===== config.mk =====
export PLATFORM = sky130hd
export DESIGN_NAME = p08_spi_cmd_tx
export DESIGN_NICKNAME = d
export VERILOG_FILES = /design/src/rtl/p08_spi_pkg.sv /design/src/rtl/p08_spi_tick.sv /design/src/rtl/p08_spi_cmd_tx.sv
export SDC_FILE = /design/constraint.sdc
export NUM_CORES = 1
export LEC_CHECK = 0
export ABC_CLOCK_PERIOD_IN_PS = 11150
export BUFFER_PORTS_ARGS = -buffer_cell sky130_fd_sc_hd__buf_2
export CAP_MARGIN = 20
export CELL_PAD_IN_SITES_DETAIL_PLACEMENT = 0
export CELL_PAD_IN_SITES_GLOBAL_PLACEMENT = 2
export CORE_UTILIZATION = 39
export DETAILED_ROUTE_END_ITERATION = 8
export PLACE_DENSITY_LB_ADDON = 0.1
export SYNTH_ARGS = -nofsm -noshare
export SYNTH_HDL_FRONTEND = slang
export SYNTH_SLANG_ARGS = --single-unit

===== constraint.sdc =====
create_clock -name clk -period 11.15 [get_ports clk]
set_input_delay 2.23 -clock clk [delete_from_list [all_inputs] [get_ports clk]]
set_output_delay 2.23 -clock clk [all_outputs]
set_load 0.05 [all_outputs]

===== src/rtl/p08_spi_pkg.sv =====
// Shared command codes, payload lengths and frame packing for the SPI command
// link between this transmitter and the register-file receiver.
package p08_spi_pkg;

    localparam int unsigned CMD_W    = 4;
    localparam int unsigned DATA_W   = 24;
    localparam int unsigned FRAME_W  = CMD_W + DATA_W;
    localparam int unsigned BITCNT_W = 5;

    localparam logic [3:0] CMD_SKY      = 4'd0;
    localparam logic [3:0] CMD_GROUND   = 4'd1;
    localparam logic [3:0] CMD_FOG      = 4'd2;
    localparam logic [3:0] CMD_OTHERXY  = 4'd3;
    localparam logic [3:0] CMD_HAZE     = 4'd4;
    localparam logic [3:0] CMD_VINF     = 4'd5;
    localparam logic [3:0] CMD_MAPD     = 4'd6;
    localparam logic [3:0] CMD_TEXADD0  = 4'd7;
    localparam logic [3:0] CMD_TEXADD1  = 4'd8;
    localparam logic [3:0] CMD_TEXADD2  = 4'd9;
    localparam logic [3:0] CMD_TEXADD3  = 4'd10;
    localparam logic [3:0] CMD_LOAD_NEW = 4'd11;
    localparam logic [3:0] CMD_STROBE0  = 4'd12;
    localparam logic [3:0] CMD_STROBE1  = 4'd13;
    localparam logic [3:0] CMD_STROBE2  = 4'd14;
    localparam logic [3:0] CMD_STROBE3  = 4'd15;

    localparam logic [BITCNT_W-1:0] LEN_SHORT = 5'd6;
    localparam logic [BITCNT_W-1:0] LEN_PAIR  = 5'd12;
    localparam logic [BITCNT_W-1:0] LEN_FLAG  = 5'd1;
    localparam logic [BITCNT_W-1:0] LEN_MAP   = 5'd16;
    localparam logic [BITCNT_W-1:0] LEN_ADDR  = 5'd24;

    typedef struct packed {
        logic [CMD_W-1:0]  cmd;
        logic [DATA_W-1:0] data;
    } spi_frame_t;

    function automatic logic [BITCNT_W-1:0] cmd_len(input logic [CMD_W-1:0] cmd);
        logic [BITCNT_W-1:0] len;
        case (cmd)
            CMD_SKY, CMD_GROUND, CMD_FOG, CMD_HAZE:            len = LEN_SHORT;
            CMD_OTHERXY:                                       len = LEN_PAIR;
            CMD_VINF:                                          len = LEN_FLAG;
            CMD_MAPD:                                          len = LEN_MAP;
            CMD_TEXADD0, CMD_TEXADD1, CMD_TEXADD2, CMD_TEXADD3: len = LEN_ADDR;
            default:                                           len = LEN_FLAG;
        endcase
        return len;
    endfunction

    // Left-align the used payload bits under the command so the frame always
    // shifts out of the MSB; the left shift also drops the unused upper bits.
    function automatic spi_frame_t pack_frame(input logic [CMD_W-1:0] cmd,
                                              input logic [DATA_W-1:0] data);
        spi_frame_t f;
        f.cmd  = cmd;
        f.data = data << (BITCNT_W'(DATA_W) - cmd_len(cmd));
        return f;
    endfunction

endpackage


===== src/rtl/p08_spi_tick.sv =====
// Per-state cycle counter for the SPI transmitter; restarts on clear.
module p08_spi_tick #(
    parameter int unsigned W = 3
) (
    input  logic         clk,
    input  logic         reset,
    input  logic         clear,
    output logic [W-1:0] count
);

    always_ff @(posedge clk) begin
        if (reset || clear) begin
            count <= '0;
        end else begin
            count <= count + W'(1);
        end
    end

endmodule


===== src/rtl/p08_spi_cmd_tx.sv =====
// SPI mode-0 command transmitter: frames {cmd, data[LEN-1:0]} MSB-first with
// a fixed slave-select gap between frames.
module p08_spi_cmd_tx
    import p08_spi_pkg::*;
#(
    parameter int unsigned HALF   = 4,
    parameter int unsigned SS_GAP = 4
) (
    input  logic        clk,
    input  logic        reset,
    input  logic        i_valid,
    output logic        o_ready,
    input  logic [3:0]  i_cmd,
    input  logic [23:0] i_data,
    output logic        o_sclk,
    output logic        o_ss_n,
    output logic        o_mosi,
    output logic        o_busy,
    output logic        o_done
);

    localparam int unsigned CNT_MAX = (HALF > SS_GAP) ? HALF : SS_GAP;
    localparam int unsigned CNT_W   = $clog2(CNT_MAX);

    localparam logic [CNT_W-1:0] HALF_LAST = CNT_W'(HALF - 1);
    localparam logic [CNT_W-1:0] GAP_LAST  = CNT_W'(SS_GAP - 1);
    localparam logic [CNT_W-1:0] DONE_AT   = CNT_W'(SS_GAP - 2);

    localparam logic [2:0] ST_IDLE = 3'd0;
    localparam logic [2:0] ST_LOW  = 3'd1;
    localparam logic [2:0] ST_HIGH = 3'd2;
    localparam logic [2:0] ST_TAIL = 3'd3;
    localparam logic [2:0] ST_GAP  = 3'd4;

    logic [2:0]          state;
    logic [2:0]          next_state;
    logic [CNT_W-1:0]    tick;
    logic                cnt_clear;
    logic [FRAME_W-1:0]  sr;
    logic [FRAME_W-1:0]  sr_d;
    logic [BITCNT_W-1:0] bits;
    logic [BITCNT_W-1:0] bits_d;
    logic [BITCNT_W-1:0] nbits;
    logic [BITCNT_W-1:0] nbits_d;
    logic                mosi_d;

    p08_spi_tick #(.W(CNT_W)) u_tick (
        .clk   (clk),
        .reset (reset),
        .clear (cnt_clear),
        .count (tick)
    );

    always_ff @(posedge clk) begin
        if (reset) begin
            state <= ST_IDLE;
            sr    <= '0;
            bits  <= '0;
            nbits <= '0;
        end else begin
            state <= next_state;
            sr    <= sr_d;
            bits  <= bits_d;
            nbits <= nbits_d;
        end
    end

    // Next state, shift/bit-count updates and the next MOSI value.
    always_comb begin
        next_state = state;
        cnt_clear  = 1'b0;
        sr_d       = sr;
        bits_d     = bits;
        nbits_d    = nbits;
        mosi_d     = o_mosi;
        case (state)
            ST_IDLE: begin
                cnt_clear = 1'b1;
                if (i_valid) begin
                    next_state = ST_LOW;
                    sr_d       = pack_frame(i_cmd, i_data);
                    bits_d     = '0;
                    nbits_d    = BITCNT_W'(CMD_W) + cmd_len(i_cmd);
                    mosi_d     = i_cmd[CMD_W-1];
                end
            end
            ST_LOW: begin
                if (tick == HALF_LAST) begin
                    next_state = ST_HIGH;
                    cnt_clear  = 1'b1;
                end
            end
            ST_HIGH: begin
                if (tick == HALF_LAST) begin
                    cnt_clear = 1'b1;
                    sr_d      = {sr[FRAME_W-2:0], 1'b0};
                    bits_d    = (bits == '1) ? bits : bits + BITCNT_W'(1);
                    if (bits_d == nbits) begin
                        next_state = ST_TAIL;
                    end else begin
                        next_state = ST_LOW;
                        mosi_d     = sr[FRAME_W-2];
                    end
                end
            end
            ST_TAIL: begin
                if (tick == HALF_LAST) begin
                    next_state = ST_GAP;
                    cnt_clear  = 1'b1;
                end
            end
            ST_GAP: begin
                if (tick == GAP_LAST) begin
                    next_state = ST_IDLE;
                    cnt_clear  = 1'b1;
                end
            end
            default: begin
                next_state = ST_IDLE;
                cnt_clear  = 1'b1;
            end
        endcase
    end

    // Pins are registered from the next state so they line up with the state register.
    always_ff @(posedge clk) begin
        if (reset) begin
            o_ready <= 1'b1;
            o_busy  <= 1'b0;
            o_ss_n  <= 1'b1;
            o_sclk  <= 1'b0;
            o_mosi  <= 1'b0;
            o_done  <= 1'b0;
        end else begin
            o_ready <= (next_state == ST_IDLE);
            o_busy  <= (next_state != ST_IDLE);
            o_ss_n  <= (next_state == ST_IDLE) || (next_state == ST_GAP);
            o_sclk  <= (next_state == ST_HIGH);
            o_mosi  <= mosi_d;
            o_done  <= (state == ST_GAP) && (tick == DONE_AT);
        end
    end

endmodule

# --- Word level (Yosys, flattened, before mapping) ---
# Memory sizes are Yosys's and may differ from the RTL's.
# Cells that the tools add are included.
op_classes:
  shift: 1
  n_mux: 24
  n_reduce_logical: 11
  eq_ne: 13
  n_addsub: 4
op_table:
  columns: ["cell", "n"]
  rows:
  - ["27-bit 2-to-1 mux", 2]
  - ["27-bit one-hot mux with 2 select lines", 1]
  - ["5-bit 2-to-1 mux", 7]
  - ["24-bit by 5-bit << shifter with 24-bit output", 1]
  - ["3-bit 2-to-1 mux", 5]
  - ["3-bit one-hot mux with 5 select lines", 1]
  - ["5-bit one-hot mux with 2 select lines", 1]
  - ["3-bit by 2-bit == test with 1-bit output, second input constant", 3]
  - ["3-bit == test, second input constant", 2]
  - ["3-bit logical NOT", 2]
  - ["2-bit inequality test, second input constant", 3]
  - ["3-bit by 5-bit adder with 5-bit output, first input constant", 1]
  - ["5-bit by 1-bit adder with 5-bit output, second input constant", 1]
  - ["5-bit == test", 1]
  - ["5-bit == test, second input constant", 1]
  - ["1-bit 2-to-1 mux", 5]
  - ["5-bit subtractor, first input constant", 1]
  - ["2-bit == test, second input constant", 2]
  - ["4-bit AND reduction", 1]
  - ["4-bit OR reduction", 1]
  - ["3-bit by 1-bit == test with 1-bit output, second input constant", 1]
  - ["3-bit AND reduction", 1]
  - ["3-bit nonzero test", 1]
  - ["2-bit by 1-bit adder with 2-bit output, second input constant", 1]
  - ["6 further kinds", 7]
totals:
  mem_count: 2
  romBits: 160
  register_bits: 48
mem_list:
  columns: ["memory", "words", "width", "rd", "rd_clocked_by_memory_dff", "wr", "line", "text"]
  rows:
  - ["(no name shown)", 16, 5, 1, 0, 0, "p08_spi_pkg.sv:40", "case (cmd)"]
  - ["(no name shown)", 16, 5, 1, 0, 0, "p08_spi_pkg.sv:40", null]

# --- Depth between registers and ports, before layout ---
# Gate-level depths: netlist of run 1.
depth:
  depth_word: 8
  depth_mapped: 14
  depth_no_buf: 10

# --- Modules after synthesis ---
# A second synthesis of run 1 with hierarchy kept.
unflattened:
  cells_unflattened: 444
  hier_area_um2: 3679.8
by_module_without_submodules:
  columns: ["module", "n_inst", "cells_per_inst", "area_per_inst_um2"]
  rows:
  - ["p08_spi_cmd_tx", 1, 439, 3616.0]
  - ["p08_spi_tick", 1, 5, 63.8]

# --- Least setup slack after synthesis of run 1 ---
# Ideal clock, no wire load.
synth_timing:
  path_kind: "input -> register"
  from: "input i_cmd[1]"
  to: "register sr[18]"
  setup_time_ns: 0.070
  t_required_ns: 11.080
  cell_stages: 11
  slack_ns: 6.073
  arrival_ns: 5.007
  path_cell_list: "nand2b_1 a21oi_4 inv_2 clkbuf_1 ha_1 clkbuf_1 or2_2 o211ai_2 mux4_2 a311o_1 a21oi_1"
synth_via:
  elab_chain_len: 7
synth_rtl:
  columns: ["element", "line", "text"]
  rows:
  - ["start, declared", "p08_spi_cmd_tx.sv:13", "input logic [3:0] i_cmd,"]
  - ["memory read 16 x 5 bit", null, null]
  - ["5-bit 2-to-1 mux", "p08_spi_cmd_tx.sv:79", "if (i_valid) begin"]
  - ["5-bit 2-to-1 mux", "p08_spi_cmd_tx.sv:76", "case (state)"]
  - ["5-bit subtractor", "p08_spi_pkg.sv:57", "f.data = data << (BITCNT_W'(DATA_W) - cmd_len(cmd));"]
  - ["24-bit by 5-bit << shifter with 24-bit output", "p08_spi_pkg.sv:57", null]
  - ["27-bit 2-to-1 mux", "p08_spi_cmd_tx.sv:79", null]
  - ["27-bit one-hot mux with 2 select lines", "p08_spi_cmd_tx.sv:76", null]
  - ["end signal, assigned", "p08_spi_cmd_tx.sv:62", "sr <= sr_d;"]
  - ["end, declared", "p08_spi_cmd_tx.sv:39", "logic [FRAME_W-1:0] sr;"]
# No other way between the ends. The select of a mux whose other input is x is not followed.
# A chain may end at the register's enable or synchronous reset.

# --- Final worst setup path of run 1 ---
layout_timing:
  from: "input i_cmd[1]"
  to: "register sr[14]"
# Same word-level chain as after synthesis.

==> results of run 1 <==
## layer usage
layer / routed length (um) / vias up / share of wire (%) / global-route usage, %
met2: 5420 / 114 / 49 / 40.1
met4: 303 / 0 / 2.7 / 8.50
met5: 0 / - / 0 / 0
met3: 484 / 24 / 4.4 / 2.84
met1: 4900 / 1697 / 44 / 31.0
li1: - / 1676 / - / -
## power groups by stage
stage	Clock, W	Sequential (W)	Combinational [W]
2_1_floorplan	0	0.000190	0.000101
3_3_place_gp	0	0.000188	0.000143
3_5_place_dp	0	0.000188	0.000143
4_1_cts	0.000136	0.000184	0.000143
5_1_grt	0.000144	0.000185	0.000156
6_report	0.000131	0.000184	0.000145
## final timing paths
kind | to | slack [ns] | cells after the start
max | sr[14] | 4.71 | 10
min | u_tick.count[0] | 0.45 | 1
max reg2reg | sr[20] | 8.49 | 5
min reg2reg | u_tick.count[0] | 0.45 | 1
## layout make-up
type	instances	area, um^2
tap	108	135
multi-input combinational	329	2470
clock buffer	5	68.8
fill	911	4950
sequential	48	961
inverter	13	48.8
timing repair buffer	40	210
clock inverter	3	46.3
## state kept, by name (all words and copies together), names as in the netlist
signal,cells
nbits,5
o_ss_n,1
sr,27
o_sclk,1
u_tick.count,2
o_done,1
o_ready,1
state,3
o_busy,1
bits,5
o_mosi,1
## through the flow
step / area [um^2] / util, % / hold WS (ns) / instances / setup WS, ns
after floorplan: 3630 / - / 0.417 / 429 / 6.07
after global placement: 3830 / 43.1 / 0.424 / 538 / 4.60
after detailed placement: 3830 / 43.1 / 0.437 / 538 / 4.46
after CTS: 3940 / 44.4 / 0.455 / 546 / 4.80
after global routing: 3940 / 44.4 / 0.509 / 546 / 4.31
final: 3940 / 44.4 / 0.451 / 546 / 4.71
## synthesized netlist by cell type (all sizes together), types with 3 or more instances
library cell | instances | area share, %
nor3b | 3 | 0.62
a211oi | 16 | 3.3
or2 | 4 | 0.69
nor2 | 46 | 4.8
ha | 6 | 2.1
xor2 | 7 | 1.7
o21ai | 16 | 2.2
mux2 | 4 | 1.2
a41oi | 3 | 0.72
and3b | 3 | 0.72
o211ai | 6 | 1.4
a31oi | 3 | 0.52
a21boi | 3 | 0.62
nand3 | 7 | 0.96
nor3 | 11 | 1.7
a211o | 4 | 0.96
mux2i | 12 | 3.3
nand2b | 4 | 0.69
a21o | 7 | 1.4
a221oi | 5 | 1.2
o2111ai | 4 | 0.96
a21oi | 28 | 4.3
buf | 11 | 1.7
a2111oi | 5 | 1.2
inv | 12 | 1.2
o21a | 4 | 0.83
clkbuf | 28 | 2.9
mux4 | 16 | 9.9
xnor2 | 3 | 0.72
o2bb2ai | 4 | 0.96
a222oi | 6 | 1.7
a22oi | 15 | 3.1
dfxtp | 48 | 26
nor4b | 3 | 0.89
a311oi | 4 | 0.96
nand2 | 31 | 3.2
## worst reg2reg max path, delay by kind of cell (launching register included)
kind	cells	cell delay (ns)
AOI/OAI and AO/OA	2	0.48
DFF	1	0.56
and+or+nand+nor	3	1.52
## cell families after synthesis
family	share of synthesized area, %
buffers and inverters	5.92
AND/OR/NAND/NOR	17.2
adder cells (fa/ha/maj)	2.07
AO/OA/AOI/OAI	31.5
XOR/XNOR	2.41
multiplexers	14.5
flip-flops	26.4
==> results.yml, run 1 <==
cells_and_area:
  n_antenna_cell: 0
  area_growth_syn_to_layout_pct: 8.50
  final_common_cell: "dfxtp_1"
  drive_gt1_share_pct: 18.0
  final_cell_mix: "dfxtp_1, nor2_1, buf_2, nand2_1, a21oi_1"
  finalNetCount: 474
global_routing:
  grt_max_degree: 46
  antenna_found_initial: 0
  gr-total-overflow: 0
  grt_pass1_wl_mm: 18.1
  grt_usage_pct: 23.7
  grt_pass1_vias: 3413
floorplanning:
  ios: 37
  die_area_mm2: 0.00971
  core_area_mm2: 0.00889
  die_x_um: 98.5
  row_count: 34
  initial_utilization_pct: 40.9
  die_h_um: 98.5
worst_setup_path:
  crit_path_end_kind: "register"
  cp-startpoint: "i_cmd[1]"
  slowest_delay_ns: 0.91
  cp_cell_sequence: "buf_2 > nand2b_1 > a21oi_4 > inv_2 > ha_1 > clkinv_1 > a2111oi_0 > o41ai_1 > o31ai_1 > o2bb2ai_1"
  critical-path-top-delay-family: "compound AO/OA/AOI/OAI gates"
  crit_type: "input port to register"
  required_ns: 11.38
  arrival_ns: 6.66
  path_buf_inv: 3
  slowest_stage: "ha_1"
  reg2reg_from: "state[1]"
  cp_max_fo: 22
  setup.worst_path.start_class: "input port"
drt:
  vias: 3511
  ant_nets: 0
  firstDrtPassIters: 6
  drt-total-wl_mm: 11.1
  post-route-drc-count: 0
  wl_per_cell_um: 20.3
  drtIter0Drc: 224
  via_per_inst: 6.43
timing:
  hold_viol_final: 0
  tns_ns: 0
  drv_slew: 0
  rsz0062_at_grt: "no"
  fin_crit_sh_pct: 57.7
  setup_viol: 0
  clock.fmax_ghz: 0.155
  worst_slew_pin_slew_ns: 1.03
  maxSlewHeadroom_pct: 31.4
  fin_skew_ns: 0.0148
  fin_crit_ns: 6.44
power:
  power_leakage_nw: 1.45
  combPwrFrac_pct: 31.5
  sw_frac_of_total_pct: 34.3
  p_sw_w: 0.000158
  finalPower_w: 0.000460
  pwr_density_cell_mw_per_mm2: 117
  seqPwrFrac_pct: 40.0
  ir_worst_vdd_v: 0.0000562
  pwr-share-clk_pct: 28.5
  p_int_w: 0.000302
synth:
  ys_ff_latch: 48
  syn_area_per_cell_um2: 8.47
  synth_ff_type: "dfxtp_1"
  synth_nets: 466
  synthDistinctLibCells: 73
  synth_edf_count: 0
  async_flop_share_pct: 0
  yosysWarnings: 0
  synth-seq-area-share_pct: 26.4
  syn-cell-area_mm2: 0.00363
  postSynthCellCount: 429
clocking:
  clkLatencyLatePin_ns: 0.31
  numClockSinks: 48
  clk_pin_slew_worst_paths_ns: 0.10
  cts_tree: "done"
  clockBufferDepth: 2
  hold_buffers: 0
  cts_buffers: 5
  post_cts_resized: 0
  root_buffer: "clkbuf_8"
  htree_levels: 2
  post-cts-setup-buffers: 0
status:
  status: "completed"
min_path:
  hp-start: "u_tick.count[0]"
  hp-class: "register to register"
placed_design:
  port_buffers: 36
  dp_hpwl_mm: 8.22
  gp_congestion: 0.952
run:
  max_cap_viol_count: 0
Power figures use the tool's default switching activity.
==> run 2, diff against run 1 <==
- ABC_CLOCK_PERIOD_IN_PS: 11150 -> 5300
- CORE_UTILIZATION: 39 -> 33
- clock period: 11.15 -> 5.3 ns (I/O delays scaled with it)
==> run 2 against run 1 <==
Clock skew decreased by 0.0058 ns; critical path type unchanged; clock-buffer cell count is the same; die area increased by 18%; hold slack gained 0.00092 ns; final area increased by 1.7%.
==> results.yml, run 2 (synthesis gave the netlist of run 1 again) <==
worst_setup_path:
  crit_path_end_kind: "register"
  cp_cell_sequence: "buf_2 > nand2b_1 > a21oi_4 > inv_2 > ha_1 > or2_2 > o211ai_2 > buf_4 > nor2_1 > a22o_1 > or4_1 > a21oi_1"
  slowest_delay_ns: 0.60
  crit_type: "input port to register"
  slowest_stage: "a21oi_4"
  required_ns: 5.55
  reg2reg_from: "state[1]"
  rr_worst_depth: 6
  cp_max_fo: 15
  setup.worst_path.start_class: "input port"
  arrival_ns: 4.71
  cp-startpoint: "i_cmd[1]"
drt:
  drt-total-wl_mm: 11.8
  post-route-drc-count: 0
  vias: 3576
  via_per_inst: 6.18
  firstDrtPassIters: 5
  drtIter0Drc: 270
  ant_nets: 0
  wl_per_cell_um: 20.3
clocking:
  post_cts_resized: 0
  clockBufferDepth: 2
  clkLatencyLatePin_ns: 0.31
  post-cts-setup-buffers: 0
  numClockSinks: 48
  cts_tree: "done"
  root_buffer: "clkbuf_8"
  htree_levels: 2
  hold_buffers: 0
  clk_pin_slew_worst_paths_ns: 0.09
  cts_buffers: 5
min_path:
  min_path_cells: 1
  hp-start: "u_tick.count[0]"
  hp-class: "register to register"
global_routing:
  grt_pass1_wl_mm: 19.0
  gr-total-overflow: 0
  grt_max_degree: 36
  grt_pass1_vias: 3374
  antenna_found_initial: 0
  grt_usage_pct: 21.6
timing:
  fin_crit_ns: 4.47
  fin_crit_sh_pct: 84.3
  worst_slew_pin_slew_ns: 1.02
  maxSlewHeadroom_pct: 31.9
  tns_ns: 0
  hold_viol_final: 0
  setup_viol: 0
  drv_slew: 0
  fin_skew_ns: 0.00903
  rsz0062_at_grt: "no"
  holdWs_ns: 0.452
  clock.fmax_ghz: 0.224
cells_and_area:
  n_antenna_cell: 0
  final_common_cell: "dfxtp_1"
  fill_cells: 1096
  largest_reg_flops: 27
  finalNetCount: 479
  area_growth_syn_to_layout_pct: 10.4
  drive_gt1_share_pct: 19.0
  regMostFlops: "sr"
  largestRegisters: "sr: 27 flops, bits: 5 flops, nbits: 5 flops"
  final_cell_mix: "dfxtp_1, nor2_1, buf_2, nand2_1, a21oi_1"
floorplanning:
  die_h_um: 107
  core_area_mm2: 0.0105
  die_x_um: 107
  initial_utilization_pct: 34.6
  die_area_mm2: 0.0114
  ios: 37
  row_count: 37
power:
  seqPwrFrac_pct: 39.9
  p_sw_w: 0.000335
  p_int_w: 0.000638
  finalPower_w: 0.000973
  sw_frac_of_total_pct: 34.4
  pwr-share-clk_pct: 28.0
  power_leakage_nw: 1.47
  combPwrFrac_pct: 32.1
  ir_worst_vdd_v: 0.0000956
  pwr_density_cell_mw_per_mm2: 242
placed_design:
  port_buffers: 36
  gp_congestion: 0.909
  dp_hpwl_mm: 8.94
run:
  max_cap_viol_count: 0
status:
  status: "completed"
-- run 2: changes by cell type in the layout (fill, tap and decap cells not counted), sizes merged --
| cell | before | now |
|---|---|---|
| buf | 40 | 45 |
| inv | 13 | 12 |
| clkinv | 1 | 2 |
-- run 2: final cells by class --
cell class              count  area (um^2)  area share, %
multi-input cells         329         2470           61.6
flip-flops and latches     48          961           23.9
repair buffers             45          248           6.17
well taps                 136          170           4.24
clock buffers               5         68.8           1.71
inverters                  13         48.8           1.22
clock inverters             3         42.5           1.06
-- run 2: worst max-delay path: cells and delay by family --
| family | cells | cell delay, ns |
|---|---|---|
| AOI/OAI and AO/OA | 4 | 1.56 |
| buffers and inverters | 3 | 0.51 |
| and+or+nand+nor | 4 | 1.24 |
| adders and majority gates | 1 | 0.31 |
-- run 2: path summary, 6_finish.rpt --
kind / end / slack [ns]
hold reg to reg: u_tick.count[0] / 0.45
hold / removal: u_tick.count[0] / 0.45
setup reg to reg: sr[22] / 2.67
setup / recovery: sr[6] / 0.83
-- run 2: metal layers --
layer	global-route usage [%]	up-vias	wire (um)
met5	0	-	0
met4	9.59	0	373
met3	2.61	22	602
met2	33.4	134	5310
met1	30.0	1728	5470
li1	-	1692	-
-- run 2: metrics by stage --
stage,area [um^2],std cells,util [%],worst slack [ns]
2_1_floorplan,3630,429,-,1.39
3_3_place_gp,3900,571,37.1,0.662
3_5_place_dp,3900,571,37.1,0.535
4_1_cts,4010,579,38.2,0.874
5_1_grt,4010,579,38.2,0.559
6_report,4010,579,38.2,0.834
-- run 2: power by group through the flow --
stage / registers (W) / logic [W] / clock network, W
floorplan: 0.000400 / 0.000213 / 0
detailed placement: 0.000396 / 0.000308 / 0
CTS: 0.000388 / 0.000309 / 0.000281
global placement: 0.000396 / 0.000310 / 0
global route: 0.000390 / 0.000338 / 0.000300
finish: 0.000388 / 0.000313 / 0.000272
==> run 3, diff against run 2 <==
- ABC_CLOCK_PERIOD_IN_PS: 5300 -> 4300
- CORE_UTILIZATION: 33 -> 36
- clock period: 5.3 -> 4.3 ns (I/O delays scaled with it)
==> run 3 against run 2 <==
Clock skew decreased by 0.00081 ns; combinational power increased by 27%; clock power increased by 31%.
==> results.yml, run 3 (synthesis gave the netlist of run 1 again) <==
status:
  status: "completed"
timing:
  fin_crit_sh_pct: 80.0
  rsz0062_at_grt: "no"
  fin_skew_ns: 0.00822
  clock.fmax_ghz: 0.291
  setup_viol: 0
  maxSlewHeadroom_pct: 41.9
  drv_slew: 0
  worst_slew_pin_slew_ns: 0.871
  tns_ns: 0
  hold_viol_final: 0
  fin_crit_ns: 3.44
drt:
  ant_nets: 0
  drt-total-wl_mm: 11.4
  post-route-drc-count: 0
  drtIter0Drc: 244
  firstDrtPassIters: 5
  vias: 3573
  wl_per_cell_um: 19.5
  via_per_inst: 6.10
worst_setup_path:
  crit_path_end_kind: "register"
  setup.worst_path.start_class: "input port"
  cp_max_fo: 18
  required_ns: 4.50
  crit_type: "input port to register"
  arrival_ns: 3.64
  r2r_setup_slack_ns: 1.81
power:
  pwr_density_cell_mw_per_mm2: 301
  pwr-share-clk_pct: 28.9
  power_leakage_nw: 1.53
  p_sw_w: 0.000416
  combPwrFrac_pct: 32.3
  finalPower_w: 0.00123
  p_int_w: 0.000814
  ir_worst_vdd_v: 0.000146
  seqPwrFrac_pct: 38.8
  sw_frac_of_total_pct: 33.8
cells_and_area:
  n_antenna_cell: 0
  regMostFlops: "sr"
  finalNetCount: 489
  largest_reg_flops: 27
  area_growth_syn_to_layout_pct: 12.6
  drive_gt1_share_pct: 20.8
  final_cell_mix: "dfxtp_1, nor2_1, buf_2, nand2_1, a21oi_1"
  largestRegisters: "sr: 27 flops, bits: 5 flops, nbits: 5 flops"
  fin_cells: 586
  final_common_cell: "dfxtp_1"
min_path:
  hp-class: "register to register"
floorplanning:
  initial_utilization_pct: 37.2
  ios: 37
  row_count: 36
  core_area_mm2: 0.00977
  die_x_um: 102
  die_area_mm2: 0.0105
  die_h_um: 102
global_routing:
  antenna_found_initial: 0
  grt_usage_pct: 22.9
  gr-total-overflow: 0
  grt_pass1_vias: 3307
  grt_pass1_wl_mm: 18.4
  grt_max_degree: 46
clocking:
  cts_buffers: 5
  numClockSinks: 48
  cts_tree: "done"
  root_buffer: "clkbuf_8"
  hold_buffers: 0
  clockBufferDepth: 2
  htree_levels: 2
  post-cts-setup-buffers: 0
  clkLatencyLatePin_ns: 0.30
  post_cts_resized: 0
  clk_pin_slew_worst_paths_ns: 0.10
placed_design:
  gp_congestion: 0.933
  dp_hpwl_mm: 8.55
  dp.cells: 578
  port_buffers: 36
run:
  max_cap_viol_count: 0
run 3: through the flow:
step	area, um^2	setup slack, ns	hold WS [ns]	utilization, %
2_1_floorplan	3630	0.593	0.417	-
3_3_place_gp	3970	0.612	0.431	40.6
3_5_place_dp	3970	0.571	0.442	40.6
4_1_cts	4090	0.896	0.457	41.9
5_1_grt	4090	0.588	0.483	41.9
6_report	4090	0.859	0.451	41.9
run 3: power groups by stage:
stage	clock (W)	combinational (W)	sequential [W]
floorplan	0	0.000263	0.000493
global placement	0	0.000393	0.000487
detailed placement	0	0.000390	0.000488
CTS	0.000367	0.000392	0.000478
global route	0.000386	0.000429	0.000480
finish	0.000355	0.000397	0.000478
run 3: worst paths after layout:
kind | from | endpoint | cells after the start
setup / recovery | i_cmd[3] | sr[22] | 11
hold reg to reg | u_tick.count[0] | u_tick.count[0] | 1
setup reg to reg | state[0] | sr[22] | 6
hold / removal | u_tick.count[0] | u_tick.count[0] | 1
run 3: per-layer routing:
layer / vias to the layer above / global-route usage, % / share of wire, %
li1: 1709 / - / -
met1: 1742 / 32.2 / 48
met2: 106 / 36.6 / 46
met3: 16 / 2.67 / 3.4
met4: 0 / 6.59 / 2.0
met5: - / 0 / 0
run 3: final cells by class:
class	count	area, um^2
Sequential cell	48	961
Clock buffer	6	82.6
Tap cell	133	166
Timing Repair Buffer	55	323
Fill cell	1014	5680
Inverter	13	48.8
Clock inverter	2	38.8
Multi-Input combinational cell	329	2470
run 3: worst max-delay path, cell delays in order:
cell and delay, ns:
buf_2 0.19, inv_2 0.26, o21ai_0 0.20, ha_1 0.26
or2_2 0.30, o211ai_2 0.13, buf_4 0.27, a2111oi_0 0.13
o41ai_1 0.51, a21oi_1 0.13, or3_1 0.36
